<file path="config.mk">
export PLATFORM = sky130hd
export DESIGN_NAME = if_fetch_queue_flat
export DESIGN_NICKNAME = d
export VERILOG_FILES = /design/src/rtl/if_fetch_queue_if.sv /design/src/rtl/if_fetch_queue.sv /design/src/flat_wrapper.sv
export SDC_FILE = /design/constraint.sdc
export NUM_CORES = 1
export LEC_CHECK = 0
export CORE_UTILIZATION = 38
export CTS_CLUSTER_DIAMETER = 40
export CTS_CLUSTER_SIZE = 30
export DETAILED_ROUTE_END_ITERATION = 12
export PLACE_DENSITY = 0.64
export SLEW_MARGIN = 20
export SYNTH_ARGS = -nofsm -noshare
export SYNTH_HDL_FRONTEND = slang
export SYNTH_SLANG_ARGS = --single-unit
</file>
<file path="constraint.sdc">
create_clock -name aclk -period 6.07 [get_ports aclk]
set_clock_uncertainty 0.1 [all_clocks]
set_input_delay 0.9105 -clock aclk [delete_from_list [all_inputs] [get_ports aclk]]
set_output_delay 0.9105 -clock aclk [all_outputs]
set_load 0.05 [all_outputs]
</file>
<file path="src/rtl/if_fetch_queue_if.sv">
// Instruction-memory request/grant/response bundle between the fetch queue
// (master) and the instruction memory (slave).
interface if_fetch_queue_if;
  logic        imem_req;
  logic [31:0] imem_addr;
  logic        imem_gnt;
  logic        imem_rvalid;
  logic [31:0] imem_rdata;

  modport master (
    output imem_req,
    output imem_addr,
    input  imem_gnt,
    input  imem_rvalid,
    input  imem_rdata
  );

  modport slave (
    input  imem_req,
    input  imem_addr,
    output imem_gnt,
    output imem_rvalid,
    output imem_rdata
  );
endinterface

</file>
<file path="src/rtl/if_fetch_queue.sv">
// Instruction-fetch front end: issues word-aligned fetches under a credit
// scheme, buffers returned words in an in-order queue, presents the head
// word with its PC, and flushes/restarts on redirect while dropping stale
// in-flight responses.
module if_fetch_queue #(
  parameter logic [31:0] RESET_PC = 32'h0000_0000,
  parameter int          DEPTH    = 2
) (
  input  logic                   aclk,
  input  logic                   aresetn,
  input  logic                   stall,
  input  logic                   redirect,
  input  logic [31:0]            redirect_pc,
  if_fetch_queue_if.master       imem,
  output logic [31:0]            instruction,
  output logic [31:0]            instr_pc,
  output logic                   half_start,
  output logic                   instr_valid,
  input  logic                   consume
);

  localparam int          AW      = (DEPTH > 1) ? $clog2(DEPTH) : 1;
  localparam int          CW      = AW + 1;
  localparam logic [CW:0] DEPTH_W = (CW + 1)'(DEPTH);
  localparam logic [31:0] NOP     = 32'h0000_0013;

  // Control state
  logic             req_en;
  logic [31:2]      fetch_pc;
  logic [31:2]      resp_pc;
  logic             pending_half;
  logic [CW-1:0]    outstanding;
  logic [CW-1:0]    discard;
  logic [CW-1:0]    count;
  logic [AW-1:0]    rd_ptr;
  logic [AW-1:0]    wr_ptr;
  logic [31:0]      pc_hold;

  // Queue storage (no reset: validity is tracked by count)
  logic [31:0]      data_mem [DEPTH];
  logic [31:1]      pc_mem   [DEPTH];

  logic [CW:0]      inflight;
  logic             fire;
  logic             push;
  logic             pop;
  logic             unused_pc_lsb;

  // Redirect targets are halfword-aligned at most; bit 0 carries no information.
  assign unused_pc_lsb = redirect_pc[0];

  // Words in flight plus words buffered may never exceed the queue depth, so a
  // response always finds a free slot. req_en keeps the request low while in
  // reset and for the first cycle after release.
  assign inflight       = {1'b0, outstanding} + {1'b0, count};
  assign imem.imem_req  = req_en & (inflight < DEPTH_W) & ~redirect;
  assign imem.imem_addr = {fetch_pc, 2'b00};

  assign fire = imem.imem_req & imem.imem_gnt;
  assign push = imem.imem_rvalid & (discard == '0) & ~redirect;
  assign pop  = consume & instr_valid & ~stall & ~redirect;

  assign instr_valid = (count != '0);
  assign instruction = instr_valid ? data_mem[rd_ptr] : NOP;
  assign instr_pc    = instr_valid ? {pc_mem[rd_ptr], 1'b0} : pc_hold;
  assign half_start  = instr_valid & pc_mem[rd_ptr][1];

  // Fetch address, credit, discard and queue-pointer bookkeeping; redirect
  // overrides every other update in the same cycle.
  always_ff @(posedge aclk or negedge aresetn) begin
    if (!aresetn) begin
      req_en       <= 1'b0;
      fetch_pc     <= RESET_PC[31:2];
      resp_pc      <= RESET_PC[31:2];
      pending_half <= 1'b0;
      outstanding  <= '0;
      discard      <= '0;
      count        <= '0;
      rd_ptr       <= '0;
      wr_ptr       <= '0;
      pc_hold      <= RESET_PC;
    end else begin
      req_en  <= 1'b1;
      pc_hold <= instr_pc;
      if (redirect) begin
        fetch_pc     <= redirect_pc[31:2];
        resp_pc      <= redirect_pc[31:2];
        pending_half <= redirect_pc[1];
        // Everything still in flight is stale, including the response (if
        // any) arriving right now, which is dropped here.
        outstanding  <= outstanding - CW'(imem.imem_rvalid);
        discard      <= outstanding - CW'(imem.imem_rvalid);
        count        <= '0;
        rd_ptr       <= '0;
        wr_ptr       <= '0;
      end else begin
        if (fire) begin
          fetch_pc <= fetch_pc + 30'd1;
        end
        case ({fire, imem.imem_rvalid})
          2'b10:   outstanding <= outstanding + CW'(1);
          2'b01:   outstanding <= outstanding - CW'(1);
          default: outstanding <= outstanding;
        endcase
        if (imem.imem_rvalid && (discard != '0)) begin
          discard <= discard - CW'(1);
        end
        if (push) begin
          wr_ptr       <= wr_ptr + AW'(1);
          resp_pc      <= resp_pc + 30'd1;
          pending_half <= 1'b0;
        end
        if (pop) begin
          rd_ptr <= rd_ptr + AW'(1);
        end
        case ({push, pop})
          2'b10:   count <= count + CW'(1);
          2'b01:   count <= count - CW'(1);
          default: count <= count;
        endcase
      end
    end
  end

  // Capture an accepted response at the tail; the first word after a
  // halfword redirect carries the odd-halfword PC.
  always_ff @(posedge aclk) begin
    if (push) begin
      data_mem[wr_ptr] <= imem.imem_rdata;
      pc_mem[wr_ptr]   <= {resp_pc, pending_half};
    end
  end

endmodule

</file>
<file path="src/flat_wrapper.sv">
// flat-port wrapper written by rule: the top's interface ports become plain ports
module if_fetch_queue_flat 
#(
  parameter logic [31:0] RESET_PC = 32'h0000_0000,
  parameter int          DEPTH    = 2
)
  (aclk, aresetn, stall, redirect, redirect_pc, instruction, instr_pc, half_start, instr_valid, consume, imem_imem_req, imem_imem_addr, imem_imem_gnt, imem_imem_rvalid, imem_imem_rdata);
  if_fetch_queue_if imem_i ();
  input  logic aclk;
  input  logic aresetn;
  input  logic stall;
  input  logic redirect;
  input  logic [31:0] redirect_pc;
  output logic [31:0] instruction;
  output logic [31:0] instr_pc;
  output logic half_start;
  output logic instr_valid;
  input  logic consume;
  output wire logic [$bits(imem_i.imem_req)-1:0] imem_imem_req;
  output wire logic [$bits(imem_i.imem_addr)-1:0] imem_imem_addr;
  input wire logic [$bits(imem_i.imem_gnt)-1:0] imem_imem_gnt;
  input wire logic [$bits(imem_i.imem_rvalid)-1:0] imem_imem_rvalid;
  input wire logic [$bits(imem_i.imem_rdata)-1:0] imem_imem_rdata;
  assign imem_imem_req = imem_i.imem_req;
  assign imem_imem_addr = imem_i.imem_addr;
  assign imem_i.imem_gnt = imem_imem_gnt;
  assign imem_i.imem_rvalid = imem_imem_rvalid;
  assign imem_i.imem_rdata = imem_imem_rdata;
  if_fetch_queue #(.RESET_PC(RESET_PC), .DEPTH(DEPTH)) u_core (.aclk(aclk), .aresetn(aresetn), .stall(stall), .redirect(redirect), .redirect_pc(redirect_pc), .imem(imem_i), .instruction(instruction), .instr_pc(instr_pc), .half_start(half_start), .instr_valid(instr_valid), .consume(consume));
endmodule
</file>
# After elaboration in Yosys (flattened, before gate mapping)
# Memories as Yosys holds them, arrays and structs flattened.
# Cells that the tools add are included.
# totals
register_bits	102
ramBits	126
in_bits	71
output_inout_bits	99
word_cells	69
memories	2
# classes
n_addsub	11
order_cmp	1
n_eq_ne	4
n_mux	20
bitwise_logic	11
n_reduce_logical	10
# mem_list
name	words	width	rd	rd_clocked_by_memory_dff	wr	line	source
u_core.data_mem	2	32	1	0	1	if_fetch_queue.sv:40	logic [31:0] data_mem [DEPTH];
u_core.pc_mem	2	31	1	0	1	if_fetch_queue.sv:41	logic [31:1] pc_mem [DEPTH];
# op_table
cell	count
$mux W30	4
$mux W32	2
$add A30 B1 Y30 const B	2
$reduce_bool A2 Y1	6
$and A1 B1 Y1	9
$mux W1	8
$mux W2	4
$pmux W2 S2	2
$reduce_bool A3 Y1	2
$sub A2 B1 Y2 const B	3
$add A2 B1 Y2 const B	2
$eq A2 B1 Y1 const B	2
$eq A2 B2 Y1 const B	2
$add A2 B2 Y3	1
$lt A3 B2 Y1 const B	1
$add A1 B1 Y1 const B	2
$logic_not A2 Y1	1
$not A1 Y1	2
$sub A2 B1 Y2	1
$logic_and A1 B1 Y1	1

# Longest topological paths before layout
# logic_depth
ltp_word	8
depth_mapped	8
ltp_nobuf	7

# Least setup slack after synthesis
# OpenSTA, ideal clock, no wires.
# synth_path
kind	input to register
startpoint	input redirect
endpoint	memory u_core.data_mem[1][0] (enable)
setup_ns	0.575
arrival_time_ns	6.119
required_ns	5.395
path_slack_ns	-0.724
stages	4
n_path_buf	3
cell_sequence	buf_2 buf_1 buf_1 nor3b_1
# synth_between
elab_chain_len	4
# synth_rtl
item	line	source
start, declared	flat_wrapper.sv:12	input logic redirect;
$not A1 Y1	if_fetch_queue.sv:60	assign push = imem.imem_rvalid & (discard == '0) & ~redirect;
$and A1 B1 Y1	if_fetch_queue.sv:60	
$mux W1	if_fetch_queue.sv:128	if (push) begin
$mux W1 (not written as such)	if_fetch_queue.sv:129	data_mem[wr_ptr] <= imem.imem_rdata;
end, declared	if_fetch_queue.sv:40	
# Every way passes these cells.

# Worst setup path after layout
# layout_path
startpoint	register u_core.rd_ptr
endpoint	output instr_pc[3]
# layout_between
elab_chain_len	2
# layout_rtl
item	line	source
start, declared	if_fetch_queue.sv:35	logic [AW-1:0] rd_ptr;
start signal, assigned	if_fetch_queue.sv:114	rd_ptr <= rd_ptr + AW'(1);
$mem_v2 Z2 W31	n/a	
$mux W32	if_fetch_queue.sv:65	assign instr_pc = instr_valid ? {pc_mem[rd_ptr], 1'b0} : pc_hold;
end, declared	flat_wrapper.sv:15	output logic [31:0] instr_pc;
# Every way passes these cells.

==> impl_metrics.tcl <==
set metrics [dict create \
    p_comb_share_pct 29.3 \
    grt_pass1_vias 6633 \
    cp_data_required_time_ns 5.06 \
    grt_pass1_wl_mm 35.13 \
    worst-r2r-cell-count 8 \
    route.detailed.vias_per_inst 5.094 \
    synth_top_family_by_area "simple AND/OR/NAND/NOR gates" \
    ys_warn_count 0 \
    drv_slew 0 \
    cts_buffers 34 \
    hold_class "primary input to async pin" \
    setup_viol 0 \
    cts_setup_buffers 0 \
    cts_root_buffer "clkbuf_16" \
    antenna_found_initial 0 \
    power.density_mw_per_mm2 441.9 \
    design_area_mm2 0.01288 \
    syn_to_final_growth_pct 32.94 \
    rows 58 \
    power.switching_uw 1985 \
    routabilityCongestion 0.8473 \
    synth_async_sr_flop_share_pct 44.74 \
    ant_nets 0 \
    setup_ws_ns 1.834 \
    peakVddDrop_mv 0.1982 \
    synth_xor_area_share_pct 4.158 \
    ys.flop_type "edfxtp_1" \
    hold_buffers 0 \
    tightest_slew_ns 1.019 \
    io_buffers 166 \
    coreArea_mm2 0.02511 \
    hpwlAfterDp_mm 14.07 \
    ios 170 \
    antenna_cells 0 \
    fmax_ghz 0.2361 \
    critPathMaxFanout 38 \
    timing.final.crit_share_pct 69.79 \
    pwr-share-seq_pct 35.6 \
    pre_cts_slack_ns 2.123 \
    highest_layer "met4" \
    clockBufferDepth 3 \
    dr_total_vias 6591 \
    yosysSeqAreaShare_pct 65.39 \
    nets 1015 \
    start_util_pct 38.59 \
    maxCapViolations 0 \
    wl_met3_mm 1.405 \
    synth_fa_ha_area_share_pct 0.7231 \
    initialDrtViolationCount 336 \
    finalPower_uw 5692 \
    wl_per_cell_um 16.86 \
    path_class "flip-flop to output port" \
    hold_viol 0 \
    synthesis.area_mm2 0.009689 \
    h-tree-depth 2 \
    cp_data_arrival_time_ns 3.23 \
    synth_seq_cells 228 \
    grt_overflow 0 \
    synth_compound_area_share_pct 6.573 \
    dr_wl_met2_mm 9.805 \
    critPathCaptureType "output port" \
    syn_area_per_cell_um2 12.65 \
    die_h_um 161.7 \
    dpl-instance-area_mm2 0.01171 \
    intPower_uw 3707 \
    fp.dieW_um 161.7 \
    grt_start_max_net_pins 84 \
    drcViolationCount 0 \
    ff2ff_setup_slack_ns 2.84 \
    synth_edf_count 126 \
    cts_tree "done" \
    synth-simple-area-share_pct 12.78 \
    power_leakage_uw 0.004676 \
    met1_length_mm 10.17 \
    clkSlewWorstSetupHoldPaths_ns 0.06 \
    startpoint_type "flip-flop" \
    worstSkewPairLatency_ns 0.50 \
    status "complete, no violations" \
    dieArea_mm2 0.02614 \
    swShare_pct 34.87 \
    clock_sinks 228 \
    drt_wl_total_mm 21.82 \
    pwr-share-clk_pct 35.1 \
    drive_gt1_share_pct 9.647 \
    post_cts_resized 0 \
    syn_inst 766 \
    r2r-start "u_core.count[0]" \
    slew_headroom_pct 31.66 \
    setup_tns_ns 0 \
    grt_usage_pct 17.17 \
    fin_crit_ns 4.236 \
    synthMuxAreaShare_pct 8.264 \
    rsz0062_at_grt "false" \
    dr.pass1.iters 5 \
    r2r_end "u_core.fetch_pc[21]" \
    synth_cell_types 55 \
]
## worst max-delay path, cell delays in order (launching register included)
cell and delay, ns:
dfrtp_4 0.86, buf_4 0.55, mux2i_1 0.14, o21ai_0 0.26, clkdlybuf4s50_1 0.87
## logic make-up after synthesis
logic type | Yosys count
AND/OR/NAND/NOR | 249
flip-flops | 228
AO/OA/AOI/OAI | 110
multiplexers | 78
buffers and inverters | 48
XOR/XNOR | 46
adder cells (fa/ha/maj) | 5
other | 2
## area by class of cell
class                           instances  area, um2
Clock inverter                         22      272.8
Timing Repair Buffer                  174       1727
Multi-Input combinational cell        491       3191
Tap cell                              330      412.9
Fill cell                            2151      12230
Inverter                               10      37.54
Clock buffer                           39      900.9
Sequential cell                       228       6340
## through the flow
step | hold slack (ns) | util [%] | cells
floorplan | 0.3419 | - | 767
global placement | 0.3665 | 46.63 | 1233
detailed placement | 0.3803 | 46.63 | 1233
CTS | 0.3184 | 51.30 | 1294
global route | 0.3455 | 51.30 | 1294
finish | 0.3087 | 51.30 | 1294
## cell usage after synthesis (all sizes together), types with 2 or more instances
cell type / number / area, um2
edfxtp: 126 / 3784
dfrtp: 102 / 2552
nand2: 79 / 296.5
o21ai: 67 / 335.3
mux2i: 65 / 650.6
nor2: 62 / 232.7
nand3: 33 / 165.2
clkbuf: 26 / 97.59
xor2: 26 / 227.7
nand4: 23 / 158.9
xnor2: 20 / 175.2
mux2: 13 / 150.1
buf: 12 / 61.30
a21oi: 11 / 55.05
inv: 10 / 37.54
and3: 9 / 56.30
nor3: 8 / 40.04
nor4: 8 / 71.32
nand2b: 7 / 43.79
o211ai: 7 / 52.55
a31oi: 6 / 37.54
and2: 5 / 31.28
and4: 4 / 35.03
ha: 4 / 50.05
a21boi: 3 / 22.52
a21o: 3 / 22.52
a31o: 2 / 17.52
conb: 2 / 7.510
o311ai: 2 / 17.52
o31ai: 2 / 15.01
or3: 2 / 12.51
## flip-flops by register name, summed over array words and instances, names as in the netlist, 2 cells and up
register	flops
u_core.pc_mem	62
u_core.fetch_pc	30
u_core.resp_pc	30
u_core.count	2
u_core.data_mem	64
u_core.pc_hold	32
u_core.outstanding	2
u_core.discard	2
## layout by cell type (no fill, tap or decap), types with 9 or more instances in the layout
master / count
inv_1: 9
clkdlybuf4s50_1: 164
clkbuf_16: 35
nand3_1: 33
mux2i_1: 65
a21oi_1: 11
xnor2_1: 20
dfrtp_1: 101
nor2_1: 61
and3_1: 9
mux2_2: 12
nand4_1: 22
xor2_1: 26
edfxtp_1: 126
nand2_1: 79
o21ai_0: 67
## worst max path at each step
stage	slack [ns]	depth (start not counted)	end	start
2_1_floorplan	1.51	4	u_core.data_mem[0][0]	redirect
3_3_place_gp	2.16	4	u_core.data_mem[0][8]	imem_imem_rvalid
3_5_place_dp	2.12	4	u_core.data_mem[0][8]	imem_imem_rvalid
4_1_cts	1.75	4	instr_pc[3]	u_core.rd_ptr
5_1_grt	1.64	4	instr_pc[3]	u_core.rd_ptr
6_report	1.83	4	instr_pc[3]	u_core.rd_ptr
## layer usage
layer / track usage (%) / up-vias
li1: - / 3143
met1: 24.09 / 3183
met2: 26.82 / 227
met3: 3.243 / 38
met4: 5.746 / 0
met5: 0 / -
## power by group through the flow
stage	logic [uW]	clock network, uW	registers [uW]
5_1_grt	1780	2110	2050
2_1_floorplan	1040	0	2100
6_report	1670	2000	2020
3_3_place_gp	1680	0	2040
4_1_cts	1690	2040	2030
3_5_place_dp	1690	0	2050
(Power assumes the default switching activity.)
